File: src/rtl/stopwatch_pkg.sv
// rtl/stopwatch_pkg.sv - shared state encoding, mode codes and BCD helpers for the stopwatch sequencer
package stopwatch_pkg;

   typedef enum logic [1:0] {
      ST_IDLE  = 2'b00,
      ST_RUN   = 2'b01,
      ST_PAUSE = 2'b10,
      ST_DONE  = 2'b11
   } sw_state_e;

   localparam logic [1:0] MODE_UP_ZERO   = 2'b00;
   localparam logic [1:0] MODE_UP_PRESET = 2'b01;
   localparam logic [1:0] MODE_DN_MAX    = 2'b10;
   localparam logic [1:0] MODE_DN_PRESET = 2'b11;

   localparam logic [15:0] BCD_ZERO = 16'h0000;
   localparam logic [15:0] BCD_MAX  = 16'h9999;

   function automatic logic [3:0] clamp_nibble(input logic [3:0] n);
      return (n > 4'd9) ? 4'd9 : n;
   endfunction

   // Preset modes load whole seconds only; hundredths always start at zero.
   function automatic logic [15:0] latch_value(input logic [1:0] mode, input logic [7:0] preset);
      logic [15:0] v;
      case (mode)
         MODE_UP_ZERO:   v = BCD_ZERO;
         MODE_DN_MAX:    v = BCD_MAX;
         MODE_UP_PRESET,
         MODE_DN_PRESET: v = {clamp_nibble(preset[7:4]), clamp_nibble(preset[3:0]), 8'h00};
         default:        v = BCD_ZERO;
      endcase
      return v;
   endfunction

endpackage

File: src/rtl/btn_conditioner.sv
// rtl/btn_conditioner.sv - button synchroniser, optional stability filter (SW_CTRL_DEBOUNCE_EN) and rising-edge pulse
module btn_conditioner #(
   parameter int unsigned DB_CYCLES = 1_000_000
) (
   input  logic clk,
   input  logic reset_n,
   input  logic btn_i,
   output logic ev_o
);

`ifdef SW_CTRL_DEBOUNCE_EN
   localparam bit DB_EN = 1'b1;
`else
   localparam bit DB_EN = 1'b0;
`endif
   localparam bit USE_DB = DB_EN && (DB_CYCLES > 0);

   logic sync1_q, sync2_q, level_prev_q;
   logic level;

   always_ff @(posedge clk or negedge reset_n) begin
      if (!reset_n) begin
         sync1_q      <= 1'b0;
         sync2_q      <= 1'b0;
         level_prev_q <= 1'b0;
      end else begin
         sync1_q      <= btn_i;
         sync2_q      <= sync1_q;
         level_prev_q <= level;
      end
   end

   if (USE_DB) begin : g_debounce
      localparam int unsigned CW = (DB_CYCLES > 1) ? $clog2(DB_CYCLES) : 1;
      logic [CW-1:0] cnt_q;
      logic          level_q;

      // Accept a new level only after DB_CYCLES consecutive disagreeing samples.
      always_ff @(posedge clk or negedge reset_n) begin
         if (!reset_n) begin
            cnt_q   <= '0;
            level_q <= 1'b0;
         end else if (sync2_q == level_q) begin
            cnt_q <= '0;
         end else if (cnt_q == CW'(DB_CYCLES - 1)) begin
            level_q <= sync2_q;
            cnt_q   <= '0;
         end else begin
            cnt_q <= cnt_q + CW'(1);
         end
      end
      assign level = level_q;
   end else begin : g_direct
      assign level = sync2_q;
   end

   assign ev_o = level & ~level_prev_q;

endmodule

File: src/rtl/stopwatch_ctrl.sv
// rtl/stopwatch_ctrl.sv - stopwatch sequencer: buttons, mode latch, IDLE/RUN/PAUSE/DONE FSM, tick prescaler (SW_CTRL_DEBOUNCE_EN)
module stopwatch_ctrl
   import stopwatch_pkg::*;
#(
   parameter int unsigned TICK_DIV  = 1_000_000,
   parameter int unsigned DB_CYCLES = 1_000_000
) (
   input  logic        clk,
   input  logic        reset_n,
   input  logic        btn_start,
   input  logic        btn_clear,
   input  logic [1:0]  mode_sw,
   input  logic [7:0]  preset_sw,
   input  logic        at_limit,
   output logic        tick,
   output logic        count_up,
   output logic        load,
   output logic [15:0] load_val,
   output logic        running,
   output logic        done
);

   localparam int unsigned PW = (TICK_DIV > 1) ? $clog2(TICK_DIV) : 1;

   sw_state_e     state_q;
   logic [PW-1:0] presc_q;
   logic          init_pend_q;
   logic          load_q;
   logic          count_up_q;
   logic [15:0]   load_val_q;

   logic start_ev, clear_ev, latch, presc_wrap;

   btn_conditioner #(.DB_CYCLES(DB_CYCLES)) u_btn_start (
      .clk     (clk),
      .reset_n (reset_n),
      .btn_i   (btn_start),
      .ev_o    (start_ev)
   );

   btn_conditioner #(.DB_CYCLES(DB_CYCLES)) u_btn_clear (
      .clk     (clk),
      .reset_n (reset_n),
      .btn_i   (btn_clear),
      .ev_o    (clear_ev)
   );

   assign presc_wrap = (presc_q == PW'(TICK_DIV - 1));
   assign latch      = clear_ev | init_pend_q;

   // clear_ev overrides everything; otherwise the prescaler only advances while in RUN.
   always_ff @(posedge clk or negedge reset_n) begin
      if (!reset_n) begin
         state_q     <= ST_IDLE;
         presc_q     <= '0;
         init_pend_q <= 1'b1;
         load_q      <= 1'b0;
         count_up_q  <= 1'b1;
         load_val_q  <= BCD_ZERO;
      end else begin
         init_pend_q <= 1'b0;
         load_q      <= latch;
         if (latch) begin
            count_up_q <= ~mode_sw[1];
            load_val_q <= latch_value(mode_sw, preset_sw);
         end
         if (clear_ev) begin
            state_q <= ST_IDLE;
            presc_q <= '0;
         end else begin
            if (state_q == ST_RUN) begin
               presc_q <= presc_wrap ? '0 : presc_q + PW'(1);
            end
            case (state_q)
               ST_IDLE: begin
                  if (start_ev) begin
                     if (at_limit) begin
                        state_q <= ST_DONE;
                        presc_q <= '0;
                     end else begin
                        state_q <= ST_RUN;
                     end
                  end
               end
               ST_RUN: begin
                  if (start_ev) begin
                     state_q <= ST_PAUSE;
                  end else if (at_limit) begin
                     state_q <= ST_DONE;
                     presc_q <= '0;
                  end
               end
               ST_PAUSE: begin
                  if (start_ev) state_q <= ST_RUN;
               end
               default: ;
            endcase
         end
      end
   end

   assign tick     = (state_q == ST_RUN) && presc_wrap && !at_limit;
   assign load     = load_q;
   assign count_up = count_up_q;
   assign load_val = load_val_q;
   assign running  = (state_q == ST_RUN);
   assign done     = (state_q == ST_DONE);

endmodule
File: config.mk
export PLATFORM = sky130hd
export DESIGN_NAME = stopwatch_ctrl
export DESIGN_NICKNAME = d
export VERILOG_FILES = /design/src/rtl/stopwatch_pkg.sv /design/src/rtl/btn_conditioner.sv /design/src/rtl/stopwatch_ctrl.sv
export SDC_FILE = /design/constraint.sdc
export NUM_CORES = 1
export LEC_CHECK = 0
export CAP_MARGIN = 40
export CORE_MARGIN = 4
export CORE_UTILIZATION = 47
export DETAILED_ROUTE_END_ITERATION = 16
export GPL_ROUTABILITY_DRIVEN = 0
export GPL_TIMING_DRIVEN = 0
export HOLD_SLACK_MARGIN = 0.03
export MAX_ROUTING_LAYER = met4
export PLACE_DENSITY = 0.84
export REMOVE_ABC_BUFFERS = 1
export SLEW_MARGIN = 20
export SYNTH_ARGS = -nofsm -noshare
export SYNTH_HDL_FRONTEND = slang
export SYNTH_SLANG_ARGS = --single-unit
File: constraint.sdc
create_clock -name clk -period 1.9 [get_ports clk]
set_input_delay 0.19 -clock clk [delete_from_list [all_inputs] [get_ports clk]]
set_output_delay 0.19 -clock clk [all_outputs]
set_load 0.05 [all_outputs]
After elaboration in Yosys (flattened, before gate mapping). Cells that the tools add are included.

Register bits: 47. Output and inout bits: 21. Bits of input ports: 15.

Add/sub/neg operators: 1. Eq/ne operators: 10. $lt $le $gt $ge: 2. Reductions and logical operators: 8. Bitwise logic cells: 6. Mux-type cells: 17.

Operator list (count): 2-to-1 mux 20 bit (6); case mux 16 bit (3 select lines) (1); case mux 20 bit (2 select lines) (1); adder 20 x 1 -> 20 bit, second input constant (1); == test 20 bit, second input constant (1); 2-to-1 mux 2 bit (6); == test 2 bit, second input constant (4); > comparator 4 bit, second input constant (2); 2-to-1 mux 4 bit (2); != test 3 bit, second input constant (2); case mux 2 bit (3 select lines) (1); == test 2 x 1 -> 1 bit, second input constant (2); logical NOT 2 bit (2); != test 4 x 2 -> 1 bit, second input constant (1); AND reduction 4 bit (1); nonzero test 4 bit (1); NOT 1 bit (3); AND 1 bit (2); logical AND 1 bit (2); OR reduction 2 bit (1); logical NOT 1 bit (1); bitwise OR 1 bit (1).

Depth between registers and ports, before layout. Gate-level depths: netlist (run 1).

Word-level depth: 7. Gate-level depth with buffers: 8. Mapped depth without buffers: 6.

By module. Synthesis (run 1) repeated with hierarchy kept, for this count alone.

Cells, all modules: 183. Area, all modules: 1934.4 um2.

By module, submodules not included: stopwatch_ctrl (cells each 175, area an instance 1756.7 um2, times used 1); btn_conditioner (cells each 4, area an instance 88.8 um2, times used 2).

Worst setup path before layout (run 1). OpenSTA, ideal clock, no wires.

Path kind: reg-to-output. From: register state_q[1]. To: output tick. Data arrival time: 2.590 ns. Stages on the path, launching flop included: 8. Setup slack: -0.880 ns. Path through: dfrtp_1 inv_1 ha_1 buf_4 and4_1 nand3_1 nor4_2 nor2b_1.

Longest elaborated chain between the ends: 3.

Ends and longest elaborated chain: from (decl) (line stopwatch_ctrl.sv:25) `sw_state_e state_q;`; from (signal assigned) (line stopwatch_ctrl.sv:54) `state_q <= ST_IDLE;`; from (signal assigned) (line stopwatch_ctrl.sv:68) `state_q <= ST_IDLE;`; from (signal assigned) (line stopwatch_ctrl.sv:78) `state_q <= ST_DONE;`; == test 2 x 1 -> 1 bit; via running (line stopwatch_ctrl.sv:19) `output logic running,`; logical AND 1 bit (2 in series) (line stopwatch_ctrl.sv:102) `assign tick = (state_q == ST_RUN) && presc_wrap && !at_limit;`; to (decl) (line stopwatch_ctrl.sv:15) `output logic tick,`.

The timed path passes the listed nets, and every way through them passes these cells.

Worst setup path after layout (run 1).
From: register presc_q[13]. To: output tick.

Longest elaborated chain between the ends: 3.

Ends and longest elaborated chain: from (decl) (line stopwatch_ctrl.sv:26) `logic [PW-1:0] presc_q;`; from (signal assigned) (line stopwatch_ctrl.sv:72) `presc_q <= presc_wrap ? '0 : presc_q + PW'(1);`; == test 20 bit (line stopwatch_ctrl.sv:48) `assign presc_wrap = (presc_q == PW'(TICK_DIV - 1));`; logical AND 1 bit (2 in series) (line stopwatch_ctrl.sv:102).

No other way between the ends.

==> results of run 1 <==
-- timing repair --
item | CTS | global route
resized for setup | 23 | 15
endpoints found under the setup margin | 22 | 22
hold buffers | 1 | 0
buffers inserted | 12 | 9
gates cloned | 0 | 1
hold endpoints to repair | 37 | 0
pin swaps | 1 | 5
-- cell usage after synthesis --
cell	instances
dfrtp_1	38
or4_2	1
ha_1	5
or4_4	1
nand2b_1	1
nor2b_1	4
nand4_2	3
o2111ai_1	1
mux2_2	1
o21ai_0	19
xor2_1	8
o32a_1	1
nor4_1	1
clkbuf_1	5
nand3_1	6
a211oi_2	2
a21oi_1	2
nor3_1	14
and3_1	2
buf_4	9
a21o_1	1
nor2_1	4
nand3b_1	7
nor4b_1	1
or3_1	4
o31ai_1	2
a211oi_1	5
nand4_1	6
nor3b_1	1
xnor2_1	5
mux2i_1	2
or4_1	2
nand2_1	12
inv_1	5
buf_2	3
nor4_2	1
nand4bb_1	1
dfstp_2	2
and4_1	3
conb_1	1
-- final timing paths --
check,start,end,slack (ns)
worst min-delay path,reset_n,presc_q[6]$_DFF_PN0_,0.28
max in group asynchronous,reset_n,init_pend_q$_DFF_PN1_,1.11
worst min register to register,u_btn_clear.sync1_q$_DFF_PN0_,u_btn_clear.level$_DFF_PN0_,0.35
worst max register to register,state_q[1]$_DFFE_PN0P_,presc_q[18]$_DFF_PN0_,-0.03
min in group clk,btn_start,u_btn_start.sync1_q$_DFF_PN0_,0.33
worst max-delay path,presc_q[13]$_DFF_PN0_,tick,-0.30
-- report_power, final --
group | switching [mW] | leakage [nW] | internal (mW)
Clock | 0.309 | 0.0516 | 0.297
Combinational | 0.507 | 0.595 | 0.378
Sequential | 0.0508 | 0.514 | 0.922
Total | 0.867 | 1.16 | 1.60
-- layer usage --
layer  vias up  track usage  wire length [um]
li1        785            -                 -
met1       807        0.220              1980
met2        60        0.302              2330
met3        14       0.0684               328
met4         0       0.0644               118
met5         -            -                 0
-- cell usage in the layout, fill, tap and decap left out, types with 2 or more instances in the layout --
cell type	count
a211oi_1	3
a211oi_2	4
a21oi_1	2
and3_1	2
and4_4	2
buf_4	21
buf_8	2
clkbuf_8	6
clkdlybuf4s50_1	26
conb_1	5
dfrtp_1	35
dfrtp_2	3
dfstp_2	2
ha_1	3
inv_1	4
mux2i_1	2
nand2_1	12
nand3_1	5
nand3b_1	7
nand4_1	6
nand4_2	2
nand4_4	2
nor2_1	4
nor2b_1	3
nor3_1	14
o21ai_0	19
o31ai_1	2
or3_1	2
or3_4	2
or4_4	3
xnor2_1	5
xor2_1	8
-- kinds of logic after synthesis --
family	synth area share
flip-flops	0.500
AND/OR/NAND/NOR	0.231
adder cells (fa/ha/maj)	0.0312
buffers and inverters	0.0598
AO/OA/AOI/OAI	0.104
other	0.00187
multiplexers	0.0156
XOR/XNOR	0.0567
-- cell type report --
type                    instances  area [um2]  area share
clock buffers                   6        82.6      0.0304
clock inverters                 2        13.8     0.00507
inverters                       5        18.8     0.00691
multi-input cells             135        1010       0.370
flip-flops and latches         40        1010       0.371
well taps                      50        62.6      0.0230
repair buffers                 56         526       0.193
-- stage by stage --
| stage | power, mW | utilization | hold WS, ns | setup WS [ns] |
|---|---|---|---|---|
| 2_1_floorplan | 1.46 | - | -0.106 | -1.80 |
| 3_3_place_gp | 1.64 | 0.566 | 0.332 | -2.25 |
| 3_5_place_dp | 1.67 | 0.576 | 0.0687 | -1.52 |
| 4_1_cts | 2.35 | 0.635 | 0.278 | -0.251 |
| 5_1_grt | 2.61 | 0.669 | 0.305 | -0.356 |
| 6_report | 2.46 | 0.669 | 0.275 | -0.303 |
-- flip-flops by register name, indices dropped and copies added, names as in the netlist --
| name | count |
|---|---|
| presc_q | 20 |
| load_val | 9 |
| state_q | 2 |
| count_up | 1 |
| init_pend_q | 1 |
| load | 1 |
| u_btn_clear.level | 1 |
| u_btn_clear.level_prev_q | 1 |
| u_btn_clear.sync1_q | 1 |
| u_btn_start.level | 1 |
| u_btn_start.level_prev_q | 1 |
| u_btn_start.sync1_q | 1 |
==> impl_metrics.py, run 1 <==
metrics = {
    "finish": {
        "fin_area_um2": 2720,
        "n_antenna_cell": 0,
        "fillers": 286,
        "stdcell_count": 294,
        "drive_above_1_share": 0.254,
        "area_growth_syn_to_layout_pct": 35.3,
        "layout.nets": 263,
    },
    "sta": {
        "maxSlewHeadroom": 0.651,
        "rsz0062_at_grt": "yes",
        "hold_viol_final": 0,
        "fin_tns_setup_ns": -0.344,
        "period_needed_ns": 2.20,
        "worstMarginPinSlew_ns": 0.521,
        "skew_ns": 0.00696,
        "maxSlewViolCount": 0,
        "max_freq_mhz": 454,
        "setup_slack_ns": -0.303,
        "finalSetupViolations": 4,
        "finalCritPeriodShare": 1.16,
    },
    "status": {
        "status": "complete, but fails checks",
        "violations": "setup timing",
    },
    "critical_path": {
        "cp.arrival_ns": 2.01,
        "worstPathMaxFanout": 2,
        "end_kind": "primary output",
        "crit_chain": "or4_4, nor4_4, buf_6, nor2b_4, buf_8",
        "critical_path_depth": 5,
        "r2r_cells": 7,
        "crit_path_max_incr_delay_ns": 0.55,
        "slowest_stage": "or4_4",
        "crit_family": "simple AND/OR/NAND/NOR gates",
        "criticalPathCategory": "reg -> out",
        "startpoint_type": "flip-flop",
        "worstPathRequired_ns": 1.71,
        "cp.buffers_inverters": 2,
    },
    "logic_synthesis": {
        "avgSynthCellArea_um2": 10.5,
        "synthCells": 192,
        "netlist_area_um2": 2010,
        "synthDistinctLibCells": 40,
        "yosys_warnings": 0,
        "yosysTopAreaCell": "dfrtp_1",
        "synth-seq-area-share": 0.500,
        "synth_largest_type_area_fraction": 0.474,
        "synthTopCellsByArea": "dfrtp_1 (47%), o21ai_0 (4.7%), nor3_1 (3.5%), xor2_1 (3.5%), buf_4 (3.4%)",
        "ys_ff_latch": 40,
    },
    "floorplan": {
        "initial_core_util": 0.495,
        "die_h_um": 73.4,
        "die_area_um2": 5380,
        "core_um2": 4060,
        "rows": 23,
        "top_level_ports": 36,
        "die_x_um": 73.4,
    },
    "clocking": {
        "cts_tree": "yes",
        "root_buffer": "clkbuf_8",
        "cts_sinks": 40,
        "worstSkewPairLatency_ns": 0.30,
        "cts.htree.levels": 2,
        "clk_pin_slew_worst_paths_ns": 0.08,
        "clockBufferDepth": 2,
        "numCtsBuffers": 5,
    },
    "drt": {
        "ant_nets": 0,
        "vias": 1666,
        "dr.pass1.iters": 4,
        "route.detailed.drc": 0,
        "viasPerCell": 5.67,
        "wl_per_cell_um": 16.2,
        "routed_wl_mm": 4.76,
        "drt_iter0_markers": 118,
    },
    "grt": {
        "grt_pass1_wl_mm": 7.52,
        "antenna_found_initial": 0,
        "overflow": 0,
        "first_global_vias": 1680,
        "grt_start_max_net_pins": 33,
        "grt_usage": 0.189,
    },
    "power_and_ir_drop": {
        "powerDensity_nw_per_um2": 907,
        "ir_worst_vdd_uv": 843,
        "p_leak_nw": 1.16,
    },
    "job": {
        "max_cap_violations": 0,
    },
    "placed_design": {
        "port_buffers": 31,
        "placed_cell_area_um2": 2340,
        "placed_cells": 263,
        "hpwl_mm": 2.87,
    },
    "hold_path": {
        "hold_path_class": "in -> async",
    },
}
(Power assumes the default switching activity.)
==> inputs of run 2 (changes only) <==
CORE_UTILIZATION = 48   (was 47)
CTS_BUF_LIST = sky130_fd_sc_hd__clkbuf_2   (was default)
PLACE_DENSITY = 0.83   (was 0.84)
SKIP_CTS_REPAIR_TIMING = 1   (was default)
clock period = 2.19 ns   (was 1.9 ns; I/O delays follow)
==> impl_metrics.py, run 2 (same netlist as run 1, synthesis figures left out) <==
metrics = {
    "status": {
        "status": "complete, but fails checks",
        "violations": "setup timing",
    },
    "finish": {
        "area_growth_syn_to_layout_pct": 27.9,
        "final_common_cell": "dfrtp_1",
        "drive_above_1_share": 0.186,
        "fin_area_um2": 2570,
        "layout.nets": 255,
        "n_antenna_cell": 0,
        "final_cell_mix": "dfrtp_1 (37), clkdlybuf4s50_1 (28), o21ai_0 (19), buf_4 (15), nor3_1 (14)",
        "largest_reg_flops": 20,
        "largest-register": "presc_q",
    },
    "critical_path": {
        "worstPathMaxFanout": 6,
        "crit_chain": "inv_2, ha_4, and4_4, nand3_4, nor4_4, buf_4, nor2b_4, buf_8",
        "slowest_stage": "dfrtp_1",
        "end_kind": "primary output",
        "worstPathRequired_ns": 1.97,
        "cp.arrival_ns": 2.18,
        "crit_path_max_incr_delay_ns": 0.46,
        "cp.buffers_inverters": 3,
        "criticalPathCategory": "reg -> out",
        "crit_family": "simple AND/OR/NAND/NOR gates",
        "r2r_slack_ns": -0.05,
        "startpoint_type": "flip-flop",
    },
    "drt": {
        "met2_length_mm": 1.89,
        "routed_wl_mm": 3.95,
        "wl_met3_um": 268,
        "maxUsedRoutingLayer": "met4",
        "viasPerCell": 5.42,
        "route.detailed.drc": 0,
        "drt_iter0_markers": 77,
        "dr.pass1.iters": 4,
        "vias": 1549,
        "wl_per_cell_um": 13.8,
        "ant_nets": 0,
        "wl_met1_mm": 1.74,
    },
    "power_and_ir_drop": {
        "p_leak_nw": 1.09,
        "powerDensity_nw_per_um2": 767,
        "ir_worst_vdd_uv": 701,
    },
    "floorplan": {
        "die_h_um": 72.7,
        "die_area_um2": 5280,
        "initial_core_util": 0.498,
        "die_x_um": 72.7,
        "top_level_ports": 36,
        "rows": 23,
        "core_um2": 4030,
    },
    "sta": {
        "maxSlewHeadroom": 0.546,
        "skew_ns": 0.0194,
        "max_freq_mhz": 417,
        "setup_slack_ns": -0.210,
        "finalCritPeriodShare": 1.10,
        "finalSetupViolations": 4,
        "worstMarginPinSlew_ns": 0.681,
        "maxSlewViolCount": 0,
        "hold_viol_final": 0,
        "fin_tns_setup_ns": -0.309,
        "rsz0062_at_grt": "yes",
        "period_needed_ns": 2.40,
    },
    "clocking": {
        "worstSkewPairLatency_ns": 0.40,
        "numCtsBuffers": 5,
        "cts_tree": "yes",
        "clockBufferDepth": 2,
        "cts.htree.levels": 2,
        "cts_sinks": 40,
        "clk_pin_slew_worst_paths_ns": 0.21,
        "root_buffer": "clkbuf_2",
    },
    "grt": {
        "antenna_found_initial": 0,
        "overflow": 0,
        "first_global_vias": 1515,
        "grt_start_max_net_pins": 32,
        "grt_pass1_wl_mm": 6.64,
        "grt_usage": 0.165,
    },
    "placed_design": {
        "placed_cell_area_um2": 2340,
        "hpwl_mm": 2.77,
        "dp_slack_ns": -1.06,
        "port_buffers": 31,
    },
    "hold_path": {
        "hold_path_class": "in -> async",
    },
    "job": {
        "max_cap_violations": 0,
    },
}
-- run 2: cell count changes in the layout (fill, tap and decap cells not counted), moves of 2 or more --
cell / delta
buf_4: -6
clkbuf_8: -6
clkbuf_2: +5
a211oi_1: +2
a211oi_2: -2
clkdlybuf4s50_1: +2
clkinv_1: +2
dfrtp_1: +2
dfrtp_2: -2
nand4_4: -2
-- run 2: worst register-to-register path: stages (launching register included) --
cell	delay (ns)
dfrtp_1	0.46
inv_2	0.10
ha_4	0.16
buf_4	0.11
buf_4	0.12
and4_2	0.28
nand4_2	0.24
or4_1	0.47
a211oi_1	0.23
-- run 2: layer usage --
metal | track usage | up-vias
met3 | 0.0661 | 7
met2 | 0.262 | 45
li1 | - | 768
met5 | - | -
met1 | 0.197 | 729
met4 | 0.0410 | 0
-- run 2: worst paths after layout --
path | startpoint | end | cells after the start
max in group asynchronous | reset_n | init_pend_q$_DFF_PN1_ | 3
worst min-delay path | reset_n | presc_q[5]$_DFF_PN0_ | 2
worst max-delay path | state_q[1]$_DFFE_PN0P_ | tick | 8
min in group clk | btn_start | u_btn_start.sync1_q$_DFF_PN0_ | 1
worst min register to register | u_btn_start.sync1_q$_DFF_PN0_ | u_btn_start.level$_DFF_PN0_ | 0
worst max register to register | state_q[1]$_DFFE_PN0P_ | presc_q[17]$_DFF_PN0_ | 8
-- run 2: cell type report --
type / instances / area [um2]
Clock buffer: 5 / 25.0
Tap cell: 50 / 62.6
Sequential cell: 40 / 1000
Fill cell: 333 / 1460
Clock inverter: 3 / 37.5
Multi-Input combinational cell: 134 / 952
Inverter: 5 / 18.8
Timing Repair Buffer: 49 / 467
-- run 2: power by group --
part / total (mW) / leakage [nW] / internal, mW / switching (mW)
logic: 0.697 / 0.535 / 0.303 / 0.394
clock network: 0.419 / 0.0380 / 0.186 / 0.233
registers: 0.853 / 0.517 / 0.801 / 0.0522
-- run 2: through the flow --
| step | cells | hold WS, ns | utilization | total power, mW |
|---|---|---|---|---|
| 4_1_cts | 271 | -0.375 | 0.596 | 1.88 |
| 5_1_grt | 286 | 0.168 | 0.637 | 2.09 |
| 3_5_place_dp | 263 | 0.0983 | 0.580 | 1.45 |
| 2_1_floorplan | 179 | -0.0766 | - | 1.26 |
| 6_report | 286 | 0.178 | 0.637 | 1.97 |
| 3_3_place_gp | 260 | 0.332 | 0.570 | 1.42 |
